**config.mk**
```make
export PLATFORM = sky130hd
export DESIGN_NAME = boton_conditioner
export DESIGN_NICKNAME = d
export VERILOG_FILES = /design/src/rtl/boton_conditioner.sv
export SDC_FILE = /design/constraint.sdc
export NUM_CORES = 1
export LEC_CHECK = 0
export ABC_AREA = 1
export BUFFER_PORTS_ARGS = -buffer_cell sky130_fd_sc_hd__buf_4
export CORE_MARGIN = 4
export CORE_UTILIZATION = 35
export DETAILED_ROUTE_END_ITERATION = 6
export GPL_ROUTABILITY_DRIVEN = 0
export PLACE_DENSITY = 0.59
export SKIP_CTS_REPAIR_TIMING = 1
export SYNTH_ARGS = -nofsm -noshare
export SYNTH_HDL_FRONTEND = slang
export SYNTH_SLANG_ARGS = --single-unit
```
**constraint.sdc**
```tcl
create_clock -name clk -period 1.8 [get_ports clk]
set_clock_uncertainty 0.2 [all_clocks]
set_input_delay 0 -clock clk [delete_from_list [all_inputs] [get_ports clk]]
set_output_delay 0 -clock clk [all_outputs]
set_load 0.01 [all_outputs]
```
**src/rtl/boton_conditioner.sv**
```systemverilog
`default_nettype none
// ============================================================================
// Module      : boton_conditioner
// Description : Push-button input stage. Two-flop synchroniser, debounce FSM,
//               registered level, press/release pulses and auto-repeat train.
// Revision    : 1.0 - initial release
// ============================================================================
module boton_conditioner #(
    parameter int DEBOUNCE_CYCLES = 16,
    parameter int HOLD_CYCLES     = 64,
    parameter int REPEAT_CYCLES   = 16,
    parameter int REPEAT_EN       = 1,
    parameter int CNT_W           = 16
) (
    input  logic clk,
    input  logic reset,
    input  logic boton_raw,
    output logic boton,
    output logic boton_press,
    output logic boton_release,
    output logic boton_repeat,
    output logic boton_pulse
);

    localparam logic [1:0] ST_IDLE        = 2'd0;
    localparam logic [1:0] ST_PRESS_CHK   = 2'd1;
    localparam logic [1:0] ST_HELD        = 2'd2;
    localparam logic [1:0] ST_RELEASE_CHK = 2'd3;

    localparam logic [CNT_W-1:0] DEB_LAST  = CNT_W'(DEBOUNCE_CYCLES - 1);
    localparam logic [CNT_W-1:0] HOLD_LAST = CNT_W'(HOLD_CYCLES - 1);
    localparam logic [CNT_W-1:0] REP_LAST  = CNT_W'(REPEAT_CYCLES - 1);
    localparam logic [CNT_W-1:0] CNT_ONE   = CNT_W'(1);
    localparam bit               REP_ON    = (REPEAT_EN != 0);

    logic             sync1_q, sync2_q;
    logic [1:0]       state_q, state_d;
    logic [CNT_W-1:0] deb_cnt_q, deb_cnt_d;
    logic [CNT_W-1:0] hold_cnt_q, hold_cnt_d;
    logic             rep_phase_q, rep_phase_d;
    logic             boton_q, boton_d;
    logic             press_q, press_d;
    logic             release_q, release_d;
    logic             repeat_q, repeat_d;
    logic             pulse_q, pulse_d;

    logic             s;
    logic [CNT_W-1:0] hold_limit;
    logic             rep_due;

    assign s = sync2_q;

    // Before the first repeat the interval is HOLD, afterwards REPEAT.
    assign hold_limit = rep_phase_q ? REP_LAST : HOLD_LAST;

    // A repeat is only due on a HELD edge that stays HELD; the edge that
    // leaves for RELEASE_CHK leaves hold_cnt untouched so it fires later.
    assign rep_due = (state_q == ST_HELD) && s && (hold_cnt_q == hold_limit);

    // Two-flop synchroniser for the asynchronous button input.
    always_ff @(posedge clk or negedge reset) begin
        if (!reset) begin
            sync1_q <= 1'b0;
            sync2_q <= 1'b0;
        end else begin
            sync1_q <= boton_raw;
            sync2_q <= sync1_q;
        end
    end

    // State, counter and registered-output storage.
    always_ff @(posedge clk or negedge reset) begin
        if (!reset) begin
            state_q     <= ST_IDLE;
            deb_cnt_q   <= '0;
            hold_cnt_q  <= '0;
            rep_phase_q <= 1'b0;
            boton_q     <= 1'b0;
            press_q     <= 1'b0;
            release_q   <= 1'b0;
            repeat_q    <= 1'b0;
            pulse_q     <= 1'b0;
        end else begin
            state_q     <= state_d;
            deb_cnt_q   <= deb_cnt_d;
            hold_cnt_q  <= hold_cnt_d;
            rep_phase_q <= rep_phase_d;
            boton_q     <= boton_d;
            press_q     <= press_d;
            release_q   <= release_d;
            repeat_q    <= repeat_d;
            pulse_q     <= pulse_d;
        end
    end

    // Next-state and counter update logic.
    always_comb begin
        state_d     = state_q;
        deb_cnt_d   = deb_cnt_q;
        hold_cnt_d  = hold_cnt_q;
        rep_phase_d = rep_phase_q;
        case (state_q)
            ST_IDLE: begin
                deb_cnt_d = '0;
                if (s) begin
                    state_d   = ST_PRESS_CHK;
                    deb_cnt_d = CNT_ONE;
                end
            end
            ST_PRESS_CHK: begin
                if (!s) begin
                    state_d   = ST_IDLE;
                    deb_cnt_d = '0;
                end else if (deb_cnt_q == DEB_LAST) begin
                    state_d     = ST_HELD;
                    deb_cnt_d   = '0;
                    hold_cnt_d  = '0;
                    rep_phase_d = 1'b0;
                end else begin
                    deb_cnt_d = deb_cnt_q + CNT_ONE;
                end
            end
            ST_HELD: begin
                if (!s) begin
                    state_d   = ST_RELEASE_CHK;
                    deb_cnt_d = CNT_ONE;
                end else if (rep_due) begin
                    hold_cnt_d  = '0;
                    rep_phase_d = 1'b1;
                end else begin
                    hold_cnt_d = hold_cnt_q + CNT_ONE;
                end
            end
            default: begin
                // Release check: hold_cnt is frozen while the release is judged.
                if (s) begin
                    state_d   = ST_HELD;
                    deb_cnt_d = '0;
                end else if (deb_cnt_q == DEB_LAST) begin
                    state_d   = ST_IDLE;
                    deb_cnt_d = '0;
                end else begin
                    deb_cnt_d = deb_cnt_q + CNT_ONE;
                end
            end
        endcase
    end

    // Next values of the registered outputs, derived from the transition taken.
    always_comb begin
        boton_d   = (state_d == ST_HELD) || (state_d == ST_RELEASE_CHK);
        press_d   = (state_q == ST_PRESS_CHK) && (state_d == ST_HELD);
        release_d = (state_q == ST_RELEASE_CHK) && (state_d == ST_IDLE);
        repeat_d  = REP_ON && rep_due;
        pulse_d   = press_d | repeat_d;
    end

    assign boton         = boton_q;
    assign boton_press   = press_q;
    assign boton_release = release_q;
    assign boton_repeat  = repeat_q;
    assign boton_pulse   = pulse_q;

endmodule
`default_nettype wire

```
# Yosys cells after proc, flatten, opt, wreduce, memory -nomap -nowiden
# Cells that the tools add are included.
# word_totals
rom_bits,0
in_bits,3
mem_bits_rw,0
memories,0
out_inout_bits,5
register_bits,42
word_cells,60
latch_bits,0
# op_classes
n_eq_ne,12
div_mod_pow,0
shifts,0
bitwise_logic,1
n_reduce_logical,10
add_sub_neg,2
multipliers,0
order_cmp,0
muxes,24
# op_table
op,count
2-to-1 mux 16 bit,8
case mux 16 bit (3 select lines),1
"adder 16 x 1 -> 16 bit, second input constant",2
case mux 16 bit (2 select lines),1
"equality test 16 x 4 -> 1 bit, second input constant",1
equality test 16 x 6 -> 1 bit,1
2-to-1 mux 2 bit,6
"inequality test 2 bit, second input constant",5
"equality test 2 bit, second input constant",4
2-to-1 mux 6 bit,1
case mux 2 bit (3 select lines),1
2-to-1 mux 1 bit,5
AND reduction 5 bit,1
logical AND 1 bit,4
logical NOT 2 bit,2
AND reduction 4 bit,1
"equality test 2 x 1 -> 1 bit, second input constant",1
case mux 1 bit (2 select lines),1
nonzero test 2 bit,1
logical OR 1 bit,1
bitwise OR 1 bit,1

# Logic depth before layout (Yosys ltp)
# Gate-level depths: netlist of run 1.
# depth
ltp_word,7
ltp_mapped,10

# Worst setup path before layout of run 1
# No wires, ideal clock.
# synth_path
path_type,reg-to-reg
from,register hold_cnt_q[0]
to,register hold_cnt_q[0]
slack_ns,0.143
t_arrival_ns,1.340
period_less_slack_ns,1.657
path_stages_with_launch,11
path_cell_list,dfrtp_1 ha_1 nand2_2 nor2_4 nand2_1 nor2_2 inv_2 nor2_8 nor2_2 nand3_1 nand2_1
# synth_via
elab_chain_len,5
# synth_rtl
element,line,rtl
start: declaration,39,"logic [CNT_W-1:0] hold_cnt_q, hold_cnt_d;"
start signal: assignment,86,hold_cnt_q <= hold_cnt_d;
equality test 16 x 6 -> 1 bit,58,assign rep_due = (state_q == ST_HELD) && s && (hold_cnt_q == hold_limit);
logical AND 1 bit,58,
named net rep_due,49,logic rep_due;
2-to-1 mux 16 bit,127,end else if (rep_due) begin
2-to-1 mux 16 bit,124,if (!s) begin
case mux 16 bit (2 select lines),102,case (state_q)
# The timed path passes the listed nets, and every way through them passes these cells. The select of a mux whose other input is x is not followed.
# A chain may end at the register's enable or synchronous reset.

# Final worst setup path of run 1
# layout_path
from,register deb_cnt_q[1]
to,register deb_cnt_q[12]
# layout_via
elab_chain_len,4
# layout_rtl
element,line,rtl
start: declaration,38,"logic [CNT_W-1:0] deb_cnt_q, deb_cnt_d;"
start signal: assignment,85,deb_cnt_q <= deb_cnt_d;
adder 16 x 1 -> 16 bit or equality test 16 x 4 -> 1 bit (tied branches),--,
2-to-1 mux 16 bit *,"114, 139",
"2-to-1 mux 16 bit, on equally long branches","136, 111",
case mux 16 bit (3 select lines) *,102,
# Every way passes the cells marked *; elsewhere a longest branch is shown, timed or not.

==> metrics.md, run 1 <==
| Metric | Value |
|---|---|
| Status | finished, final reports clean |
| Cell area after synthesis | around 2500 um2 |
| Core Area | roughly 7000 um2 |
| # DRC | 0 |
| Pre-CTS WS | about 0.037 ns |
| Post-synth top flop | dfrtp_1 |
| Setup TNS | 0 ns |
| Minimum clock period after layout | 1.660 ns |
| Reg clk slew, reported paths | around 0.08 ns |
| Crit-path max cell delay | approximately 0.41 ns |
| # setup viols final | 0 |
| Routed WL | about 5.6 mm |
| Fillers | approximately 710 |
| Total CTS buffers | 5 |
| Final ANT Viol Nets | 0 |
| Clk root buf | clkbuf_8 |
| Fin cells | about 460 |
| Clock tree buffer depth | 2 |
| CP Cell Sequence | ha_4 -> nand2_1 -> nor2_2 -> nand2_1 -> nor2_2 -> nand2_1 -> o21bai_1 -> nand3_1 -> nand2_1 |
| Die ar. | 8531 um2 |
| I/O pins | 8 |
| Worst setup EP type | register |
| First-pass GRT wire length | 9.756 mm |
| Synth unique cells | 32 |
| H-tree Lvls | 2 |
| Util after Layout | 0.4209 |
| Syn Inst Count | between 300 and 400 |
| Height of the die | 92.37 um |
| Antenna Diode Count | 0 |
| Vias in the first global route | slightly above 2,000 |
| Worst skew pair latency | 0.30 ns |
| Pins over their slew limit | 0 |
| MaxCap Viol Count | 0 |
| Most used cell, CP | nand2_1 |
| CP Class | register to register |
| Rows | 30 |
| HP Class | input port to asynchronous set/reset pin |
| #FFs+latches synth | 42 |
| Hpwl dp | 4.102 mm |
| Reg area | roughly 1100 um2 |
| Count of final hold-check violations | 0 |
| Initial Utilization | 0.3627 |
| Maximum number of pins on one net before global-route repair | 43 |
| Pwr/cell area | ~560 nW/um2 |
| Syn Nets | approximately 340 |
| Multi-input logic area | ~1300 um2 |
| Die Wd | 92.37 um |
| Sequential cell area fraction in the yosys report | 0.4219 |
| Async SR Flop Fraction | 1.000 |
| Measured slew at the worst slew-check pin | roughly 0.54 ns |
| Slew HR | 0.6408 |
| Routed wire per std cell | 12.13 um |
| CP Max Fanout | 4 |
| Pre-antenna DRT Iters | 6 |
| Fmax achieved | approximately 600 MHz |
| Arrival @ worst endpoint | about 1.7 ns |
| Tcrit/Tclk final | 0.9221 |
| Routed vias/inst | 4.613 |
| Number of synthesized flops with an enable pin | 0 |
| Antenna violations before repair | 0 |
| DR vias | ~2,100 |
| Syn Area/Cell | ~7.3 um2 |
| # clock sinks | 42 |
| Port buffer count | 7 |
| Crit-path slowest cell | dfrtp_1 |
| Peak VDD IR | around 330 uV |
| Final WS setup | 0.1402 ns |
| Grt ovf | 0 |
| Startpoint Class | register |
| Final nets | 372 |
| Required time of the critical path | around 1.9 ns |
| Placed Cells | about 450 |
| Hold WS | between 0.02 and 0.025 ns |
| P&R area growth vs syn | 16.07% |
| DRT iter0 DRCs | between 80 and 90 |
| GR Util All Layers | 0.1443 |
| CTS tree | yes |
| Leak Pwr | roughly 1.3 nW |
| Layout cells sized above 1 | 0.1771 |
| Synth warnings | 0 |
==> critical path, delay by kind of cell, from the launching register on <==
| kind | cells | cell delay, ns |
|---|---|---|
| adder cells (fa/ha/maj) | 1 | 0.16 |
| AO/OA/AOI/OAI | 1 | 0.12 |
| AND/OR/NAND/NOR | 7 | 0.73 |
| flip-flops | 1 | 0.41 |
==> metal layers <==
layer | GRT usage | share of wire
met1 | 0.2012 | 0.53
met2 | 0.2248 | 0.44
met3 | 0.02924 | 0.022
met4 | 0.04455 | 0.014
met5 | 0 | 0
==> power by group <==
part / leakage [nW] / total [mW] / switching (mW) / internal [mW]
Sequential: 0.571 / 0.955 / 0.00572 / 0.949
Clock: 0.0438 / 0.593 / 0.332 / 0.261
Combinational: 0.702 / 0.0800 / 0.0550 / 0.0250
==> synthesized netlist by cell type (3+ instances only) <==
master    n  area share
nand2_1  87        0.13
dfrtp_1  42        0.42
nor2_1   42       0.063
inv_1    41       0.062
nand3_1  38       0.076
o21ai_0  16       0.032
nor2_2    9       0.023
nand4_1   8       0.020
nor3_1    6       0.012
o21ai_1   6       0.012
inv_2     5      0.0075
xor2_1    5       0.018
a21oi_1   4      0.0080
nand2_4   4       0.018
nor2_4    3       0.014
o22ai_1   3      0.0075
==> per-stage QoR <==
| step | power [mW] | instance area (um2) |
|---|---|---|
| after floorplan | 1.014 | 2491 |
| after global placement | 1.045 | 2735 |
| after detailed placement | 1.046 | 2735 |
| after CTS | 1.654 | 2814 |
| after global routing | 1.714 | 2892 |
| final | 1.628 | 2892 |
==> sequential cells by signal, summed over array words and instances (netlist names) <==
register / flops
deb_cnt_q: 16
hold_cnt_q: 16
state_q: 2
boton: 1
boton_press: 1
boton_pulse: 1
boton_release: 1
boton_repeat: 1
rep_phase_q: 1
s: 1
sync1_q: 1
==> cells by family after synthesis <==
logic type | synth area share
AND/OR/NAND/NOR | 0.3832
adder cells (fa/ha/maj) | 0.01004
XOR/XNOR | 0.01758
AO/OA/AOI/OAI | 0.08489
flip-flops | 0.4219
buffers and inverters | 0.08237
==> cell type report <==
type / count / share of cell area
clock inverters: 2 / 0.003462
multi-input cells: 247 / 0.4370
flip-flops and latches: 42 / 0.3652
clock buffers: 5 / 0.02380
well taps: 96 / 0.04154
inverters: 47 / 0.06361
repair buffers: 24 / 0.06534
==> layout by cell type, fill, tap and decap left out, drive strengths merged <==
master and n:
a21o 1, a21oi 5, a22o 1, a31oi 1
and2 2, buf 22, clkbuf 5, clkinv 2
dfrtp 42, dlygate4sd3 2, ha 2, inv 47
nand2 93, nand3 39, nand3b 1, nand4 8
nor2 55, nor3 6, o21ai 23, o21bai 2
o22ai 3, xor2 5
==> final timing paths <==
path	from	end	slack [ns]	cells past startpoint
max	deb_cnt_q[1]	deb_cnt_q[12]	0.14	9
max reg2reg	deb_cnt_q[1]	deb_cnt_q[12]	0.14	9
min	reset	deb_cnt_q[11]	0.02	2
max in group asynchronous	reset	hold_cnt_q[2]	0.98	2
min reg2reg	sync1_q	s	0.16	0
min in group clk	boton_raw	sync1_q	0.15	2
(Power assumes the default switching activity.)
==> inputs of run 2 (changes only) <==
--- a/config.mk
+++ b/config.mk
@@ -11,6 +11,7 @@
 export CORE_UTILIZATION = 35
 export DETAILED_ROUTE_END_ITERATION = 6
 export GPL_ROUTABILITY_DRIVEN = 0
+export MAX_ROUTING_LAYER = met4
 export PLACE_DENSITY = 0.59
 export SKIP_CTS_REPAIR_TIMING = 1
 export SYNTH_ARGS = -nofsm -noshare
==> run 2 against run 1 <==
  * Global-route usage is 0.40 points higher
  * Sequential share of layout area unchanged
  * Clock power is essentially flat
  * Critical endpoint unchanged
  * Design area unchanged
  * Core utilization unchanged
  * Combinational power is essentially flat
  * Critical path depth unchanged
  * Cell count unchanged
  * Total power up 0.17%
  * First-iteration DRC count rose by 28%
==> metrics.md, run 2 (synthesis gave the netlist of run 1 again) <==
| Metric | Value |
|---|---|
| Status | finished, final reports clean |
| Startpoint Class | register |
| I/O pins | 8 |
| Height of the die | ~92 um |
| Minimum clock period after layout | 1.665 ns |
| WP buf/inv | 0 |
| Leak Pwr | approximately 1.3 nW |
| Total CTS buffers | 5 |
| Antenna Diode Count | 0 |
| Fmax achieved | 600.6 MHz |
| First-pass GRT wire length | 9.763 mm |
| HP Class | input port to asynchronous set/reset pin |
| Internal | roughly 1.2 mW |
| # clock sinks | 42 |
| DR vias | around 2,100 |
| Maximum number of pins on one net before global-route repair | 43 |
| Slew HR | 0.6398 |
| Util after Layout | 0.4209 |
| Pins over their slew limit | 0 |
| Crit-path slowest cell | dfrtp_1 |
| Routed wire per std cell | 12.11 um |
| Max layer used | met4 |
| Initial Utilization | 0.3627 |
| Antenna violations before repair | 0 |
| Vias in the first global route | between 2,000 and 2,500 |
| Reg clk slew, reported paths | 0.08 ns |
| Port buffer count | 7 |
| Reg2Reg Setup Slack | 0.13 ns |
| Critical path endpoint | deb_cnt_q[12] |
| Sw Share | 0.2426 |
| Critical path's top delay family | simple AND/OR/NAND/NOR gates |
| Final nets | about 370 |
| CP startpoint | deb_cnt_q[1] |
| Layout cells sized above 1 | 0.1771 |
| Routed vias/inst | about 4.6 |
| WP depth | 9 |
| Worst setup EP type | register |
| CP Cell Sequence | ha_4 -> nand2_1 -> nor2_2 -> nand2_1 -> nor2_2 -> nand2_1 -> o21bai_1 -> nand3_1 -> nand2_1 |
| Die Wd | 92.37 um |
| Crit-path max cell delay | approximately 0.41 ns |
| Tcrit/Tclk final | 0.9251 |
| Met1 WL | 2.884 mm |
| Worst skew pair latency | 0.30 ns |
| Hpwl dp | 4.102 mm |
| Count of final hold-check violations | 0 |
| R2R cell count | 9 |
| Sequential Power Share | 0.585 |
| P_sw | ~0.4 mW |
| Fillers | between 700 and 800 |
| Worst reg2reg endpoint | deb_cnt_q[12] |
| Final ANT Viol Nets | 0 |
| Pre-antenna DRT Iters | 4 |
| Biggest regs | deb_cnt_q x16, hold_cnt_q x16, state_q x2 |
| Peak VDD IR | approximately 330 uV |
| # setup viols final | 0 |
| Met2 WL post-DR | approximately 2.5 mm |
| Pwr/cell area | 563.8 nW/um2 |
| Fin cells | between 400 and 500 |
| GR Util All Layers | 0.1483 |
| H-tree Lvls | 2 |
| Clk pwr share | 0.365 |
| Met3 wire len | roughly 210 um |
| Routed WL | around 5.6 mm |
| Setup TNS | 0 ns |
| Clock tree buffer depth | 2 |
| DRT iter0 DRCs | roughly 110 |
| Grt ovf | 0 |
| CP Max Fanout | 4 |
| Hold WS | approximately 0.021 ns |
| CP Class | register to register |
| Rows | 30 |
| Launch point of the worst reg-to-reg path | deb_cnt_q[1] |
| MaxCap Viol Count | 0 |
| Most used cell, CP | nand2_1 |
| Arrival @ worst endpoint | around 1.7 ns |
| # DRC | 0 |
| Die ar. | about 8500 um2 |
| Measured slew at the worst slew-check pin | between 0.5 and 0.6 ns |
| Required time of the critical path | about 1.9 ns |
| Most frequent cells in the layout | 87 x nand2_1, 41 x nor2_1, 40 x inv_1, 38 x nand3_1, 38 x dfrtp_1 |
| Placed Cells | 452 |
| CTS tree | yes |
| Most common cell after layout, fill and taps aside | nand2_1 |
| Combinational Power Share | 0.049 |
| Clk root buf | clkbuf_8 |
| Core Area | approximately 6900 um2 |
| P&R area growth vs syn | 16.07% |
run 2: cell counts in the layout (fill, tap and decap cells not counted):
No cell type changed its count.
run 2: power groups by stage:
stage / registers (mW) / clock network [mW] / logic [mW]
6_report: 0.955 / 0.596 / 0.0801
5_1_grt: 0.956 / 0.666 / 0.0921
4_1_cts: 0.953 / 0.626 / 0.0742
3_5_place_dp: 0.972 / 0 / 0.0738
3_3_place_gp: 0.972 / 0 / 0.0729
2_1_floorplan: 0.971 / 0 / 0.0428
run 2: cell type report:
cell class | count | area (um2) | share of cell area
Inverter | 47 | 183.9 | 0.06361
Tap cell | 96 | 120.1 | 0.04154
Sequential cell | 42 | 1056 | 0.3652
Clock buffer | 5 | 68.82 | 0.02380
Multi-Input combinational cell | 247 | 1264 | 0.4370
Timing Repair Buffer | 24 | 188.9 | 0.06534
Clock inverter | 2 | 10.01 | 0.003462
run 2: worst min path at each step:
stage | to | slack [ns] | cells after the start
after floorplan | boton | -0.50 | 0
after global routing | deb_cnt_q[11] | 0.09 | 2
after global placement | boton_release | -0.17 | 1
final | deb_cnt_q[11] | 0.02 | 2
after CTS | deb_cnt_q[11] | -0.50 | 1
after detailed placement | boton_release | -0.17 | 1
run 2: metrics by stage:
step	worst slack [ns]	instance area (um2)	power, mW
CTS	-0.002406	2814	1.654
global route	-0.02746	2892	1.714
global placement	0.08890	2735	1.045
finish	0.1349	2892	1.630
floorplan	0.1430	2491	1.014
detailed placement	0.03660	2735	1.046
run 2: routing by layer:
layer | vias to the layer above | track usage
met5 | - | -
li1 | 1133 | -
met4 | 0 | 0.04455
met3 | 4 | 0.02924
met1 | 973 | 0.2012
met2 | 37 | 0.2248
